File: src/rtl/saturn_pkg.sv
// Shared types for the Saturn instruction fetch front end.
package saturn_pkg;
    localparam int ADDR_W = 20;

    typedef logic [3:0] nibble_t;

    typedef enum logic [1:0] {
        F_IDLE    = 2'd0,
        F_FETCH   = 2'd1,
        F_DISCARD = 2'd2
    } fetch_state_e;
endpackage

File: src/rtl/saturn_nibble_fetch_if.sv
// Memory-port and decoder-side signals of the nibble fetch unit.
interface saturn_nibble_fetch_if
    import saturn_pkg::*;
#(
    parameter int ADDR_W = saturn_pkg::ADDR_W
);
    logic              o_mem_req;
    logic [ADDR_W-1:0] o_mem_addr;
    logic              i_mem_ack;
    nibble_t           i_mem_nibble;
    nibble_t           o_nibble;
    logic              o_en_dec;
    logic [ADDR_W-1:0] o_pc;
    logic              i_dec_stall;
    logic              i_load_pc;
    logic [ADDR_W-1:0] i_new_pc;

    modport master (
        output o_mem_req, o_mem_addr, o_nibble, o_en_dec, o_pc,
        input  i_mem_ack, i_mem_nibble, i_dec_stall, i_load_pc, i_new_pc
    );

    modport slave (
        input  o_mem_req, o_mem_addr, o_nibble, o_en_dec, o_pc,
        output i_mem_ack, i_mem_nibble, i_dec_stall, i_load_pc, i_new_pc
    );
endinterface

File: src/rtl/saturn_nibble_fifo.sv
// Prefetch queue of {address, nibble} pairs; head is read straight from flops.
module saturn_nibble_fifo
    import saturn_pkg::*;
#(
    parameter int ADDR_W = saturn_pkg::ADDR_W,
    parameter int DEPTH  = 4,
    localparam int PW    = $clog2(DEPTH)
) (
    input  logic              clk_i,
    input  logic              rst_i,
    input  logic              flush_i,
    input  logic              push_i,
    input  logic [ADDR_W-1:0] push_addr_i,
    input  nibble_t           push_nib_i,
    input  logic              pop_i,
    output logic [ADDR_W-1:0] head_addr_o,
    output nibble_t           head_nib_o,
    output logic              empty_o,
    output logic [PW:0]       count_o
);
    logic [DEPTH-1:0][ADDR_W-1:0] addr_q;
    nibble_t [DEPTH-1:0]          nib_q;
    logic [PW-1:0]                wr_ptr_q, rd_ptr_q;
    logic [PW:0]                  count_q;

    // Pointers wrap for free because DEPTH is a power of two.
    always_ff @(posedge clk_i or posedge rst_i) begin
        if (rst_i) begin
            wr_ptr_q <= '0;
            rd_ptr_q <= '0;
            count_q  <= '0;
        end else if (flush_i) begin
            wr_ptr_q <= '0;
            rd_ptr_q <= '0;
            count_q  <= '0;
        end else begin
            if (push_i) wr_ptr_q <= wr_ptr_q + 1'b1;
            if (pop_i)  rd_ptr_q <= rd_ptr_q + 1'b1;
            count_q <= count_q + {{PW{1'b0}}, push_i} - {{PW{1'b0}}, pop_i};
        end
    end

    always_ff @(posedge clk_i) begin
        if (push_i) begin
            addr_q[wr_ptr_q] <= push_addr_i;
            nib_q[wr_ptr_q]  <= push_nib_i;
        end
    end

    assign empty_o     = (count_q == '0);
    assign count_o     = count_q;
    assign head_addr_o = empty_o ? '0 : addr_q[rd_ptr_q];
    assign head_nib_o  = empty_o ? '0 : nib_q[rd_ptr_q];
endmodule

File: src/rtl/saturn_nibble_fetch.sv
// Fetch PC, single-outstanding memory request FSM and prefetch queue feeding the decoder.
module saturn_nibble_fetch
    import saturn_pkg::*;
#(
    parameter int ADDR_W = saturn_pkg::ADDR_W,
    parameter int DEPTH  = 4
) (
    input  logic                  i_clk,
    input  logic                  i_reset,
    input  logic [31:0]           i_cycles,
    saturn_nibble_fetch_if.master bus
);
    localparam int CW = $clog2(DEPTH) + 1;

    fetch_state_e      state_q, state_d;
    logic [ADDR_W-1:0] fetch_addr_q, fetch_addr_d;
    logic [ADDR_W-1:0] redir_q, redir_d;

    logic          push, pop, empty;
    logic [CW-1:0] count;
    logic [CW:0]   cnt_pop, cnt_push;
    logic          unused_cycles;

    assign unused_cycles = ^i_cycles;

    assign pop      = ~empty & ~bus.i_dec_stall & ~bus.i_load_pc;
    assign cnt_pop  = {1'b0, count} - {{CW{1'b0}}, pop};
    assign cnt_push = cnt_pop + {{CW{1'b0}}, 1'b1};

    always_ff @(posedge i_clk or posedge i_reset) begin
        if (i_reset) begin
            state_q      <= F_IDLE;
            fetch_addr_q <= '0;
            redir_q      <= '0;
        end else begin
            state_q      <= state_d;
            fetch_addr_q <= fetch_addr_d;
            redir_q      <= redir_d;
        end
    end

    // fetch_addr_q doubles as the request address, so it only moves on ack or from IDLE.
    always_comb begin
        state_d      = state_q;
        fetch_addr_d = fetch_addr_q;
        redir_d      = redir_q;
        push         = 1'b0;
        unique case (state_q)
            F_IDLE: begin
                if (bus.i_load_pc) begin
                    fetch_addr_d = bus.i_new_pc;
                    state_d      = F_FETCH;
                end else if (cnt_pop < (CW+1)'(DEPTH)) begin
                    state_d = F_FETCH;
                end
            end
            F_FETCH: begin
                if (bus.i_load_pc) begin
                    if (bus.i_mem_ack) begin
                        fetch_addr_d = bus.i_new_pc;
                    end else begin
                        redir_d = bus.i_new_pc;
                        state_d = F_DISCARD;
                    end
                end else if (bus.i_mem_ack) begin
                    push         = 1'b1;
                    fetch_addr_d = fetch_addr_q + 1'b1;
                    if (!(cnt_push < (CW+1)'(DEPTH))) state_d = F_IDLE;
                end
            end
            F_DISCARD: begin
                if (bus.i_load_pc) redir_d = bus.i_new_pc;
                if (bus.i_mem_ack) begin
                    fetch_addr_d = bus.i_load_pc ? bus.i_new_pc : redir_q;
                    state_d      = F_FETCH;
                end
            end
            default: state_d = F_IDLE;
        endcase
    end

    assign bus.o_mem_req  = (state_q != F_IDLE);
    assign bus.o_mem_addr = fetch_addr_q;
    assign bus.o_en_dec   = pop;

    saturn_nibble_fifo #(
        .ADDR_W (ADDR_W),
        .DEPTH  (DEPTH)
    ) u_fifo (
        .clk_i       (i_clk),
        .rst_i       (i_reset),
        .flush_i     (bus.i_load_pc),
        .push_i      (push),
        .push_addr_i (fetch_addr_q),
        .push_nib_i  (bus.i_mem_nibble),
        .pop_i       (pop),
        .head_addr_o (bus.o_pc),
        .head_nib_o  (bus.o_nibble),
        .empty_o     (empty),
        .count_o     (count)
    );
endmodule

File: src/flat_wrapper.sv
// flat-port wrapper written by rule: the top's interface ports become plain ports
module saturn_nibble_fetch_flat import saturn_pkg::*;
#(
    parameter int ADDR_W = saturn_pkg::ADDR_W,
    parameter int DEPTH  = 4
)
  (i_clk, i_reset, i_cycles, bus_o_mem_req, bus_o_mem_addr, bus_o_nibble, bus_o_en_dec, bus_o_pc, bus_i_mem_ack, bus_i_mem_nibble, bus_i_dec_stall, bus_i_load_pc, bus_i_new_pc);
  saturn_nibble_fetch_if #(.ADDR_W(ADDR_W)) bus_i ();
  input  logic i_clk;
  input  logic i_reset;
  input  logic [31:0] i_cycles;
  output wire logic [$bits(bus_i.o_mem_req)-1:0] bus_o_mem_req;
  output wire logic [$bits(bus_i.o_mem_addr)-1:0] bus_o_mem_addr;
  output wire logic [$bits(bus_i.o_nibble)-1:0] bus_o_nibble;
  output wire logic [$bits(bus_i.o_en_dec)-1:0] bus_o_en_dec;
  output wire logic [$bits(bus_i.o_pc)-1:0] bus_o_pc;
  input wire logic [$bits(bus_i.i_mem_ack)-1:0] bus_i_mem_ack;
  input wire logic [$bits(bus_i.i_mem_nibble)-1:0] bus_i_mem_nibble;
  input wire logic [$bits(bus_i.i_dec_stall)-1:0] bus_i_dec_stall;
  input wire logic [$bits(bus_i.i_load_pc)-1:0] bus_i_load_pc;
  input wire logic [$bits(bus_i.i_new_pc)-1:0] bus_i_new_pc;
  assign bus_o_mem_req = bus_i.o_mem_req;
  assign bus_o_mem_addr = bus_i.o_mem_addr;
  assign bus_o_nibble = bus_i.o_nibble;
  assign bus_o_en_dec = bus_i.o_en_dec;
  assign bus_o_pc = bus_i.o_pc;
  assign bus_i.i_mem_ack = bus_i_mem_ack;
  assign bus_i.i_mem_nibble = bus_i_mem_nibble;
  assign bus_i.i_dec_stall = bus_i_dec_stall;
  assign bus_i.i_load_pc = bus_i_load_pc;
  assign bus_i.i_new_pc = bus_i_new_pc;
  saturn_nibble_fetch #(.ADDR_W(ADDR_W), .DEPTH(DEPTH)) u_core (.i_clk(i_clk), .i_reset(i_reset), .i_cycles(i_cycles), .bus(bus_i));
endmodule
File: config.mk
export PLATFORM = sky130hd
export DESIGN_NAME = saturn_nibble_fetch_flat
export DESIGN_NICKNAME = d
export VERILOG_FILES = /design/src/rtl/saturn_pkg.sv /design/src/rtl/saturn_nibble_fetch_if.sv /design/src/rtl/saturn_nibble_fifo.sv /design/src/rtl/saturn_nibble_fetch.sv /design/src/flat_wrapper.sv
export SDC_FILE = /design/constraint.sdc
export NUM_CORES = 1
export LEC_CHECK = 0
export CORE_ASPECT_RATIO = 1.4
export CORE_MARGIN = 2
export CORE_UTILIZATION = 35
export CTS_CLUSTER_DIAMETER = 150
export DETAILED_ROUTE_END_ITERATION = 10
export HOLD_SLACK_MARGIN = 0.03
export SLEW_MARGIN = 10
export SYNTH_ARGS = -nofsm -noshare
export SYNTH_HDL_FRONTEND = slang
export SYNTH_SLANG_ARGS = --single-unit
File: constraint.sdc
create_clock -name i_clk -period 4.6 [get_ports i_clk]
set_clock_uncertainty 0.2 [all_clocks]
set_input_delay 0.92 -clock i_clk [delete_from_list [all_inputs] [get_ports i_clk]]
set_output_delay 0.92 -clock i_clk [all_outputs]
set_load 0.03 [all_outputs]
# Yosys cells after proc, flatten, opt, wreduce, memory -nomap -nowiden
# Cells that the tools add are included.
dict set report op_classes {
  muxes 38
  addsub 7
  reduce_logical 11
  n_eq_ne 11
  n_bitwise 5
  magnitude_cmp 5
}
# operator n
set ops {}
lappend ops {{20-bit two-way mux} 11}
lappend ops {{80-bit bitwise mux} 1}
lappend ops {{20-bit one-hot mux with 3 select lines} 1}
lappend ops {{20-bit binary-select mux with 2-bit select} 1}
lappend ops {{20-bit demux with 2-bit select} 1}
lappend ops {{20-bit one-hot mux with 2 select lines} 1}
lappend ops {{2-bit two-way mux} 11}
lappend ops {{20-bit by 1-bit adder with 20-bit output, second input constant} 1}
lappend ops {{16-bit bitwise mux} 1}
lappend ops {{4-bit two-way mux} 3}
lappend ops {{2-bit != test, second input constant} 5}
lappend ops {{3-bit != test, second input constant} 3}
lappend ops {{4-bit binary-select mux with 2-bit select} 1}
lappend ops {{4-bit demux with 2-bit select} 1}
lappend ops {{4-bit by 3-bit less-than comparator with 1-bit output, second input constant} 2}
lappend ops {{2-bit nonzero test} 4}
lappend ops {{2-bit by 3-bit less-than comparator with 1-bit output, second input constant} 2}
lappend ops {{2-bit one-hot mux with 3 select lines} 1}
lappend ops {{5-bit AND reduction} 1}
lappend ops {{2-bit by 1-bit adder with 2-bit output, second input constant} 2}
lappend ops {{4-bit by 1-bit adder with 4-bit output, second input constant} 1}
lappend ops {{4-bit AND reduction} 1}
lappend ops {{3-bit by 1-bit subtractor with 4-bit output} 1}
lappend ops {{3-bit by 1-bit adder with 3-bit output} 1}
lappend ops {{14 further kinds} 19}
dict set report word_totals {
  output_inout_bits 46
  reg_bits 145
  inputBits 61
  elab_cells 91
}

# Logic depth before layout (Yosys ltp)
# Gate-level depths: netlist of the first run.
dict set report logic_depth {
  depth_word 11
  depth_mapped 13
  ltp_nobuf 10
}

# Hierarchy
# Synthesis of the first run repeated with hierarchy kept, for this count alone.
dict set report unflattened {
  hier_cells 492
  hier_area_um2 6835.3
}
# mod seq_area_each_um2 cells_each n_inst area_per_inst_um2
set by_module_without_submodules {}
lappend by_module_without_submodules {saturn_nibble_fifo 3057.9 191 1 4098.9}
lappend by_module_without_submodules {saturn_nibble_fetch 1051.0 301 1 2736.4}

# Least setup slack after synthesis of the first run
# OpenSTA, ideal clock, no wires.
dict set report synth_path {
  path_type {input to register}
  startpoint {input port bus_i_load_pc}
  endpoint {register u_core.state_q[0]}
  t_required_ns 4.268
  slack_ns 0.542
  stages 10
  n_path_buf 3
  arrival_ns 3.726
  setup_time_ns 0.132
  path_cell_list {buf_2 buf_4 clkbuf_1 nor3_1 ha_1 ha_1 or4_1 a32oi_1 a311oi_1 mux2i_1}
}
dict set report synth_between {
  elab_chain_cells 7
  word_cells_on_any_way 14
  classes_between {2 x add/sub; 2 x order compare; 4 x eq/ne; 3 x mux; 2 x bitwise; 1 x reduce/logical}
}
# item line
set synth_rtl {}
lappend synth_rtl {{start, declared} flat_wrapper.sv:20} ;# input wire logic [$bits(bus_i.i_load_pc)-1:0] bus_i_load_pc;
lappend synth_rtl {{1-bit NOT (*)} saturn_nibble_fetch.sv:26} ;# assign pop = ~empty & ~bus.i_dec_stall & ~bus.i_load_pc;
lappend synth_rtl {{1-bit AND (*)} saturn_nibble_fetch.sv:26}
lappend synth_rtl {{via bus_o_en_dec} flat_wrapper.sv:15} ;# output wire logic [$bits(bus_i.o_en_dec)-1:0] bus_o_en_dec;
lappend synth_rtl {{3-bit by 1-bit subtractor with 4-bit output (*)} saturn_nibble_fetch.sv:27} ;# assign cnt_pop = {1'b0, count} - {{CW{1'b0}}, pop};
lappend synth_rtl {{4-bit by 1-bit adder with 4-bit output} saturn_nibble_fetch.sv:28} ;# assign cnt_push = cnt_pop + {{CW{1'b0}}, 1'b1};
lappend synth_rtl {{4-bit by 3-bit less-than comparator with 1-bit output} saturn_nibble_fetch.sv:68} ;# if (!(cnt_push < (CW+1)'(DEPTH))) state_d = F_IDLE;
lappend synth_rtl {{3-bit != test (no line)} --}
lappend synth_rtl {{5-bit AND reduction (no line) (*)} --}
lappend synth_rtl {{end signal, assigned} saturn_nibble_fetch.sv:36} ;# state_q <= state_d;
lappend synth_rtl {{end, declared} saturn_nibble_fetch.sv:15} ;# fetch_state_e state_q, state_d;
# The timed path passes the listed nets; every way through them passes the cells marked *.
# A chain may end at the register's enable or synchronous reset.

# Final worst setup path of the first run
dict set report layout_path {
  startpoint {register u_core.u_fifo.rd_ptr_q[1]}
  endpoint {output port bus_o_nibble[3]}
}
dict set report layout_between {
  elab_chain_cells 3
}
# item line
set layout_rtl {}
lappend layout_rtl {{start, declared} saturn_nibble_fifo.sv:23} ;# logic [PW-1:0] wr_ptr_q, rd_ptr_q;
lappend layout_rtl {{start signal, assigned} saturn_nibble_fifo.sv:38} ;# if (pop_i) rd_ptr_q <= rd_ptr_q + 1'b1;
lappend layout_rtl {{4-bit binary-select mux with 2-bit select} saturn_nibble_fifo.sv:53} ;# assign head_nib_o = empty_o ? '0 : nib_q[rd_ptr_q];
lappend layout_rtl {{4-bit two-way mux (implied by the code)} saturn_nibble_fifo.sv:53}
lappend layout_rtl {{4-bit two-way mux} saturn_nibble_fifo.sv:53}
lappend layout_rtl {{end, declared} flat_wrapper.sv:14} ;# output wire logic [$bits(bus_i.o_nibble)-1:0] bus_o_nibble;
# Every way passes these cells. The select of a mux whose other input is x is not followed.

==> run summary, run 1 <==
The run finished with clean final reports. The required time reported for the critical path endpoint is 3.48 ns. The arrival time reported for the critical path endpoint came out at 2.66 ns. The post-synthesis register bit count is 145.

The post-route DRC violation count came out at 0. The fraction of met2 tracks used by global routing is 26.1%. The via count of the first global-routing pass is 4481.

Of the available clock period, the critical path in the final layout requires 82.2%. The aggregate global-route resource usage is 15.0%. The routability congestion estimate came out at 0.839. The worst max-slew margin expressed relative to the limit came out at 28.3%. The initial standard-cell utilization of the core came out at 35.5%.

The path class of the tightest hold or removal check is reg2reg. The detailed-route wire length is 14900 um. The max-capacitance violation count is 0. Derived from the worst setup path, the maximum achievable clock frequency is 0.264 GHz. The vias after detailed routing came out at 4253. The clock net sink count is 145.

The average wire length per cell after detail routing came out at 18.1 um. The number of gates resized after CTS was 0. The number of vias per cell after detailed routing is 5.18. In the final timing run, aggregate negative setup slack is 0 ns. The core area came out at 19100 sq um. The count of nets left with antenna violations once routing finished came out at 0. After clock tree synthesis, the setup repair step added 0 buffers. Row generation in the floorplan step produced 60 rows.

The total number of yosys warnings came out at 0. The count of TritonRoute iterations in the first routing pass is 5. The number of synthesized flops with an enable pin came out at 96. STA classifies the critical path endpoint as a primary output. The peak supply drop is 0.243 mV. The number of primary I/O pins is 107.

In the global route stage, met3 resource usage came out at 2.83%. The global-route track usage on met1 is 17.9%. The ratio of cells with drive above 1 in the final layout came out at 18.0%.

The count of distinct cell types in the synthesized netlist came out at 51. The number of buffers inserted during clock tree synthesis came out at 17. The total power per unit cell area is 665 nW/um^2. The number of diodes is 0. The worst setup path is launched from a flip-flop. The placed wire-length estimate came out at 10100 um. Fill cells in the final layout number 1754. The layout overhead on the synthesized area is 23.3%. After clock tree synthesis, the clock-pin slew on the worst setup and hold paths is 0.07 ns. The top fanout value on the critical path came out at 17. The clock latency at the later pin of the worst-skew pair is 0.41 ns. The initial antenna violation count is 0. In the layout the commonest cells are edfxtp_1 (96), clkdlybuf4s50_1 (74), dfrtp_1 (49).

TritonCTS built the clock tree. The final hold violation count came out at 0. The actual transition at the worst max-transition pin came out at 1.07 ns. The iteration-0 DRC count of the detailed router came out at 245.

Leaving out fill and tap cells, the most frequent cell in the layout is edfxtp_1. The residual overflow from global routing came out at 0. Clock tree synthesis selected as its root buffer the cell clkbuf_16. The die area is 20500 sq um. The summed instance area of the synthesized netlist came out at 6770 sq um. Setup repair after global routing left no endpoint under its margin. The depth of the CTS H-tree came out at 4. The overall die height came out at 169 um. The first-pass GRT wire length came out at 23700 um. The post-route minimum period is 3.78 ns.

The width of the die is 122 um. The largest net degree at the start of global routing came out at 50. For this run, the leading register cell type out of synthesis is edfxtp_1. The total leakage power came out at 2.98 nW. The hold buffer count at cts is 0.

The number of max-slew violations in the final report is 0. No sink is reached through more buffers than the 2 on the longest clock path. Of the synthesized area, sequential elements account for 60.7%. Dividing the synthesized area by the synthesized cell count gives 14.0 sq um. met2 is the most crowded layer. The number of nets in the layout is 637.

The post-synthesis net count came out at 561. The count of mapped cells out of synthesis is 484. In the synthesized netlist the async set-or-reset flop fraction comes to 33.8%.

The setup violation total in the final timing report came out at 0. The worst setup path is of the reg2out kind. The post-route core utilization is 43.7%. The number of port buffers came out at 74.
## power by group
group | total [mW] | internal, mW | switching (mW) | leakage [nW]
registers | 2.04 | 1.73 | 0.312 | 1.48
clock network | 1.30 | 0.719 | 0.584 | 0.276
logic | 2.20 | 0.955 | 1.25 | 1.22
total | 5.54 | 3.40 | 2.14 | 2.98
## cell type report
class	instances	area, sq um	share of cell area, %
clock inverter	15	143	1.71
inverter	16	60.1	0.720
clock buffer	17	425	5.10
timing repair buffer	85	823	9.87
sequential	145	4110	49.3
tap	248	310	3.72
multi-input combinational	295	2470	29.6
## critical path, cell delays in order (launching register included)
cell and delay [ns]:
dfrtp_1 0.86, buf_4 0.32, mux4_2 0.31, nor2b_1 0.15
clkdlybuf4s50_1 0.60
## registers in the layout, summed over array words and instances, names as in the netlist
signal                  count
u_core.u_fifo.addr_q       80
u_core.bus.o_mem_addr      20
u_core.redir_q             20
u_core.u_fifo.nib_q        16
u_core.u_fifo.count_o       3
u_core.state_q              2
u_core.u_fifo.rd_ptr_q      2
u_core.u_fifo.wr_ptr_q      2
## path summary, 6_finish.rpt
| path | from | endpoint | slack, ns | cells after the start |
|---|---|---|---|---|
| hold / removal | u_core.redir_q[11] | u_core.redir_q[11] | 0.30 | 1 |
| min in group asynchronous | i_reset | u_core.state_q[0] | 0.90 | 2 |
| setup reg to reg | u_core.state_q[0] | u_core.bus.o_mem_addr[11] | 1.59 | 6 |
| hold reg to reg | u_core.redir_q[11] | u_core.redir_q[11] | 0.30 | 1 |
| setup / recovery | u_core.u_fifo.rd_ptr_q[1] | bus_o_nibble[3] | 0.82 | 4 |
| max in group asynchronous | i_reset | u_core.bus.o_mem_addr[11] | 2.63 | 2 |
## synthesized netlist by cell type (4+ instances only)
| library cell | instances | area, sq um |
|---|---|---|
| o31ai_1 | 9 | 67.6 |
| nor2b_1 | 29 | 181 |
| ha_1 | 15 | 188 |
| o21ai_0 | 33 | 165 |
| xor2_1 | 6 | 52.6 |
| nor2_1 | 35 | 131 |
| inv_1 | 16 | 60.1 |
| a22oi_1 | 4 | 30.0 |
| and3_1 | 6 | 37.5 |
| dfrtp_1 | 49 | 1230 |
| a221oi_1 | 5 | 43.8 |
| a22o_1 | 4 | 35.0 |
| buf_2 | 11 | 55.1 |
| nand2_1 | 19 | 71.3 |
| a21oi_1 | 9 | 45.0 |
| a41oi_1 | 4 | 35.0 |
| mux2_2 | 27 | 304 |
| clkbuf_1 | 14 | 52.6 |
| mux4_2 | 24 | 541 |
| nand3_1 | 9 | 45.0 |
| nor3_1 | 10 | 50.1 |
| edfxtp_1 | 96 | 2880 |
## kinds of logic after synthesis
group	synth area share [%]
compound gates	9.75
xor+xnor	1.17
fa+ha+maj	3.07
buf+inv	3.00
flops	60.7
mux	12.6
simple gates	9.65
## metal layers
| layer | share of wire [%] | vias to the layer above |
|---|---|---|
| met1 | 40 | 2142 |
| met5 | 0 | - |
| met4 | 1.9 | 0 |
| met3 | 3.5 | 13 |
| met2 | 54 | 89 |
| li1 | - | 2009 |
## through the flow
step	hold WS (ns)	cell area, sq um	setup WS (ns)	power (mW)	instances
4_1_cts	0.304	8330	0.728	5.59	821
6_report	0.304	8340	0.818	5.54	821
3_3_place_gp	0.284	7760	0.816	4.22	789
5_1_grt	0.314	8340	0.654	5.86	821
2_1_floorplan	0.275	6770	0.542	3.49	484
3_5_place_dp	0.290	7760	0.788	4.28	789
Power figures use the tool's default switching activity.
==> inputs of run 2 (changes only) <==
Clock period 4.6 ns to 3.09 ns, I/O delays scaled along.
==> run 2 against run 1 <==
Net effect:
- global-route usage up 0.29 points
- sequential power grew 48%
- die area stayed put
- via count grew 4.0%
- first-iteration DRC count up 36%
- routed wire length rose by 0.45%
- non-clock buffer count is 13 higher
- final area up 2.1%
- register-to-register slack worse by 1.1 ns
- critical path depth unchanged
- combinational power grew 50%
==> run summary, run 2 (same netlist as run 1, synthesis figures left out) <==
The path class of the tightest hold or removal check is reg2reg. The initial antenna violation count was 0 (unchanged). The number of port buffers came to 74 (unchanged). For this design, the slowest cell found on the critical path is mux4_2. The final hold violation count came out at 0 (unchanged). The layout overhead on the synthesized area is 25.8%.

The cell row count is 60 (unchanged). The depth of the worst register-to-register path came out at 10 (+4). Setup repair after global routing left no endpoint under its margin.

The worst max-slew margin expressed relative to the limit came to 46.3% (+18 points). The number of diodes came to 0 (unchanged). The routability congestion estimate is 0.818 (-2.5%). The share of the cycle needed by the critical path after routing is 93.4%. The largest net degree at the start of global routing is 50 (unchanged). The clock net sink count came to 145 (unchanged).

The TritonCTS clock tree is yes. The arrival time reported for the critical path endpoint came out at 2.07 ns (-0.59 ns). The residual overflow from global routing was 0 (unchanged). The required time reported for the critical path endpoint came to 2.27 ns (-1.21 ns).

The overall die height is 169 um (unchanged). The run finished with clean final reports. The part of the total power dissipated in sequential elements came to 36.3% (-0.5 points).

Walking the worst path, the cells encountered are buf_12 > mux4_2 > nor2b_1 > dlygate4sd2_1. The via count of the first global-routing pass came to 4554 (+1.6%). The peak supply drop was 0.354 mV (+45%). The aggregate global-route resource usage is 15.3% (+0.29 points).

Leaving out fill and tap cells, the most frequent cell in the layout is edfxtp_1. The hold-critical path depth is 1 (unchanged). The number of flip-flops under the largest register name came to 80 (unchanged).

The cell count after placement was 802 (+1.6%). The average wire length per cell after detail routing is 17.9 um (-1.1%). The depth of the CTS H-tree is 4 (unchanged). The max-capacitance violation count came out at 0 (unchanged).

The timing-limited maximum frequency came out at 0.346 GHz. The worst setup path is launched from a flip-flop. The path length in cells of the critical path came out at 4 (unchanged). The critical path is of the reg2out type.

The top fanout value on the critical path came out at 20 (+3). The worst setup slack before clock tree synthesis is -0.0235 ns (-0.811 ns). The detailed-route wire length came to 15000 um (+0.45%).

The count of TritonRoute iterations in the first routing pass came to 7 (+2). The width of the die came out at 122 um (unchanged). The hold buffer count at cts was 0 (unchanged). The element type at the critical path end is a primary output. The setup violation total in the final timing report was 0 (unchanged). The final antenna-violating net count is 0 (unchanged).

The buffers plus inverters on the worst setup path was 2 (unchanged). The actual transition at the worst max-transition pin is 0.804 ns (-0.270 ns). The power share of the clock group is 23.7% (+0.2 points). The number of vias per cell after detailed routing is 5.31 (+2.4%). The switching part of the total is 37.6% (-1.0 points). The placed wire-length estimate came out at 10300 um (+2.3%).

The core area came out at 19100 sq um (unchanged). The number of nets in the layout came out at 650 (+2.0%). The post-route non-filler standard cell count came out at 834 (+1.6%). The register clock-pin slew on the reported worst setup and hold paths came out at 0.06 ns (about the same).

The net switching power is 3.12 mW (+46%). The post-route minimum period is 2.89 ns. The maximum cell stage delay along the critical path is 0.53 ns (-0.33 ns).

The register with the most flip-flops in the final layout is u_core.u_fifo.addr_q. Leaving out fill and tap cells, the most frequent cells in the layout are edfxtp_1 (96), clkdlybuf4s50_1 (49), dfrtp_1 (48). The die area came out at 20500 sq um (unchanged).

The number of primary I/O pins is 107 (unchanged). The post-route DRC violation count is 0 (unchanged). The iteration-0 DRC count of the detailed router is 333 (+36%). The post-route core utilization came out at 44.6% (+0.91 points). The master cell of the clock root buffer is clkbuf_16. The initial standard-cell utilization of the core is 35.5% (unchanged). The combinational fraction of design power came out at 40.0% (+0.3 points). The total power per unit cell area is 974 nW/um^2 (+47%). The first-pass GRT wire length is 24200 um (+2.2%). The cell family with the largest share of critical-path delay is buffers and inverters. The number of buffers inserted during clock tree synthesis came to 17 (unchanged). The ratio of cells with drive above 1 in the final layout is 21.7% (+3.7 points). The clock latency at the later pin of the worst-skew pair is 0.41 ns (about the same). The vias after detailed routing came out at 4425 (+4.0%). The internal cell power was 5.17 mW (+52%). The total leakage power was 3.16 nW (+5.9%). The worst-case clock buffer depth is 2 (unchanged). The total setup buffers inserted after CTS is 0 (unchanged). The final critical-path setup slack came to 0.203 ns (-0.615 ns). The number of max-slew violations in the final report is 0 (unchanged).
-- run 2: cell count changes in the layout (fill, tap and decap cells not counted), sizes merged, moves of 2 or more --
cell / previous run / this run
clkinv: 3 / 8
bufinv: 0 / 2
buf: 11 / 34
clkbuf: 17 / 19
dlygate4sd2: 0 / 14
inv: 26 / 18
clkdlybuf4s50: 74 / 49
-- run 2: repair_timing --
item / 4_1_cts / 5_1_grt
resized for setup: 15 / 1
pin swaps: 0 / 0
endpoints found under the setup margin: 14 / 1
-- run 2: power groups by stage --
stage               clock network (mW)  registers (mW)  logic, mW
CTS                               2.01            3.01       3.33
detailed placement                   0            3.05       3.40
finish                            1.97            3.01       3.31
floorplan                            0            3.12       2.09
global placement                     0            3.01       3.33
global route                      2.09            3.07       3.59
-- run 2: worst register-to-register path: cells and delay by family (launching register included) --
family / cells / cell delay, ns
and+or+nand+nor: 3 / 0.37
adders and majority gates: 4 / 1.23
buffers and inverters: 2 / 0.14
DFF: 1 / 0.43
xor gates and xnor gates: 1 / 0.16
-- run 2: final timing paths --
check | start | endpoint | slack (ns)
max | u_core.u_fifo.rd_ptr_q[0] | bus_o_pc[11] | 0.20
min | u_core.redir_q[7] | u_core.redir_q[7] | 0.30
max reg2reg | u_core.state_q[1] | u_core.u_fifo.count_o[2] | 0.46
min reg2reg | u_core.redir_q[7] | u_core.redir_q[7] | 0.30
max in group asynchronous | i_reset | u_core.redir_q[15] | 2.07
min in group asynchronous | i_reset | u_core.u_fifo.count_o[0] | 0.35
-- run 2: layer usage --
metal	global-route usage (%)	wire [um]	vias to the layer above
li1	-	-	2038
met1	18.3	6090	2218
met2	26.7	7830	146
met3	3.47	723	23
met4	6.10	312	0
met5	0	0	-
-- run 2: layout make-up --
cell class / instances / area, sq um
Clock buffer: 19 / 433
Clock inverter: 13 / 135
Fill cell: 1738 / 10600
Inverter: 16 / 60.1
Multi-Input combinational cell: 295 / 2500
Sequential cell: 145 / 4110
Tap cell: 248 / 310
Timing Repair Buffer: 98 / 968
-- run 2: through the flow --
stage | setup TNS (ns) | power (mW) | hold slack (ns) | area (sq um)
CTS | 0 | 8.35 | 0.306 | 8500
finish | 0 | 8.29 | 0.301 | 8510
floorplan | -0.0125 | 5.21 | 0.275 | 6810
detailed placement | -0.0235 | 6.45 | 0.292 | 7950
global route | 0 | 8.75 | 0.320 | 8510
global placement | -0.00385 | 6.34 | 0.284 | 7950
==> variant, RTL diff (config.mk and constraints of run 1) <==
Make the reset (`i_reset` and `rst_i`) synchronous in 2 clocked blocks.
--- a/src/rtl/saturn_nibble_fifo.sv
+++ b/src/rtl/saturn_nibble_fifo.sv
@@ -26,3 +26,3 @@
     // Pointers wrap for free because DEPTH is a power of two.
-    always_ff @(posedge clk_i or posedge rst_i) begin
+    always_ff @(posedge clk_i) begin
         if (rst_i) begin
--- a/src/rtl/saturn_nibble_fetch.sv
+++ b/src/rtl/saturn_nibble_fetch.sv
@@ -29,3 +29,3 @@
 
-    always_ff @(posedge i_clk or posedge i_reset) begin
+    always_ff @(posedge i_clk) begin
         if (i_reset) begin
Behaviour: differs if i_reset is asserted again (counterexample within 4 cycles, from zero or initial values and one cycle with i_reset high); with i_reset held inactive, the same outputs for 4 cycles.
==> variant against run 1 <==
Non-clock buffer count increased by 3. Synthesized cell count is 6.6% higher. Final area fell by 2.4%. Via count up 4.7%. Routed wire length decreased by 1.5%. Setup slack worse by 0.052 ns. Critical path depth unchanged. Synthesized area down 3.9%. Sequential cell count is the same. Register-to-register slack improved by 0.07 ns.
Power is not compared: it rests on default switching activity, and its combinational part moved more than twofold at a synthesized area within 25%.
==> variant: results (changes against run 1) <==
[metrics] result of the run: completed
[metrics] r2r startpoint: u_core.u_fifo.count_o[1]
[metrics] routing usage on met3: 3.02% (+0.19 points)
[metrics] total nets after synthesis: 592 (+5.5%)
[metrics] multi-input gate area in the final layout: 0.00245 mm^2 (-0.91%)
[metrics] worst-case reg-to-reg path depth: 11 (+5)
[metrics] endpoint of the worst hold-timing path: u_core.redir_q[9]
[metrics] largest net degree at the start of global routing: 43 (-14%)
[metrics] clock-cell share of area: 7.60% (+0.78 points)
[metrics] Min Hold Slack: 0.253 ns (-0.0510 ns)
[metrics] capture point of the critical path: bus_o_nibble[1]
[metrics] vias in the first global route: 4,419 (-1.4%)
[metrics] Post-synth ARST share: 0% (-34 points)
[metrics] slack of the worst reg-to-reg path: 1.66 ns (+0.07 ns)
[metrics] WL met2: 7550 um (-6.4%)
[metrics] proportion of synthesized chip area in sequential cells: 59.4% (-1.3 points)
[metrics] mean instance size in the synthesized netlist: 12.6 um^2 (-9.9%)
[metrics] routability congestion estimate from global placement: 0.810 (-3.5%)
[metrics] peak fanout along the critical path: 18 (+1)
[metrics] worst slew pin tran: 0.769 ns (-0.304 ns)
[metrics] top cells by instance count after synthesis: sky130_fd_sc_hd__edfxtp_1 (96), sky130_fd_sc_hd__nand2_1 (60), sky130_fd_sc_hd__dfxtp_1 (49), sky130_fd_sc_hd__a21oi_1 (38), sky130_fd_sc_hd__nor2b_1 (25)
[metrics] class of the most critical hold timing path: reg -> reg
[metrics] wire length of the first global-routing pass: 23,200 um (-1.9%)
[metrics] biggest area contributors in the synthesized netlist: sky130_fd_sc_hd__edfxtp_1 (44%), sky130_fd_sc_hd__dfxtp_1 (15%), sky130_fd_sc_hd__mux4_2 (8.3%)
[metrics] share of post-route cells with drive strength above 1: 14.2% (-3.8 points)
[metrics] reported leakage power: 2.72 nW
[metrics] Cells on Worst Hold Path: 2 (+1)
[metrics] number of signal-net buffers in the layout: 88 (+3.5%)
[metrics] arrival time worst endpoint: 2.71 ns (+0.05 ns)
[metrics] routed via count: 4,454 (+4.7%)
[metrics] signal buffers share of area: 10.4% (+0.52 points)
[metrics] source of the critical timing path: u_core.u_fifo.rd_ptr_q[0]
[metrics] DR WL met3: 604 um (+15%)
[metrics] Top reg by flops: u_core.u_fifo.addr_q
[metrics] HPWL after DPL: 9960 um (-1.2%)
[metrics] gr usage total: 15.2% (+0.19 points)
[metrics] Post-Place Setup Slack: 0.794 ns (+0.00626 ns)
[metrics] sequential share of cell area: 47.5% (-1.8 points)
[metrics] Unique masters post-synth: 64 (+25%)
[metrics] met1 wire length: 6110 um (+1.5%)
[metrics] #MultiIn Comb: 326 (+11%)
[metrics] GRT met1 Usage: 18.0% (+0.076 points)
[metrics] fill cell count: 1,664 (-5.1%)
[metrics] fraction of met2 tracks used by global routing: 26.8% (+0.69 points)
[metrics] NumNets Final: 669 (+5.0%)
[metrics] end-of-flow core utilization: 44.3% (+0.53 points)
[metrics] Max Fclk: 261 MHz (-1.4%)
[metrics] number of signal-net inverters in the final layout: 15 (-1)
[variant: critical path: stages (launching register included)]
cell and delay, ns:
sky130_fd_sc_hd__dfxtp_2 0.73, sky130_fd_sc_hd__buf_4 0.31, sky130_fd_sc_hd__mux4_2 0.50, sky130_fd_sc_hd__nor2b_1 0.14, sky130_fd_sc_hd__clkdlybuf4s50_1 0.60
[variant: kinds of logic after synthesis]
kind of cell             Yosys count  synth area share (%)
XOR/XNOR                           6                 0.808
flip-flops                       145                  59.4
buffers and inverters             45                  3.00
adder cells (fa/ha/maj)           15                  3.00
AO/OA/AOI/OAI                    108                  11.1
AND/OR/NAND/NOR                  168                  13.5
multiplexers                      29                  9.10
[variant: power breakdown]
group	internal, mW	total (mW)	switching, mW	leakage (nW)
sequential	1.54	1.70	0.163	1.28
combinational	0.328	0.804	0.476	1.14
clock	0.869	1.43	0.564	0.295
total	2.73	3.94	1.20	2.72
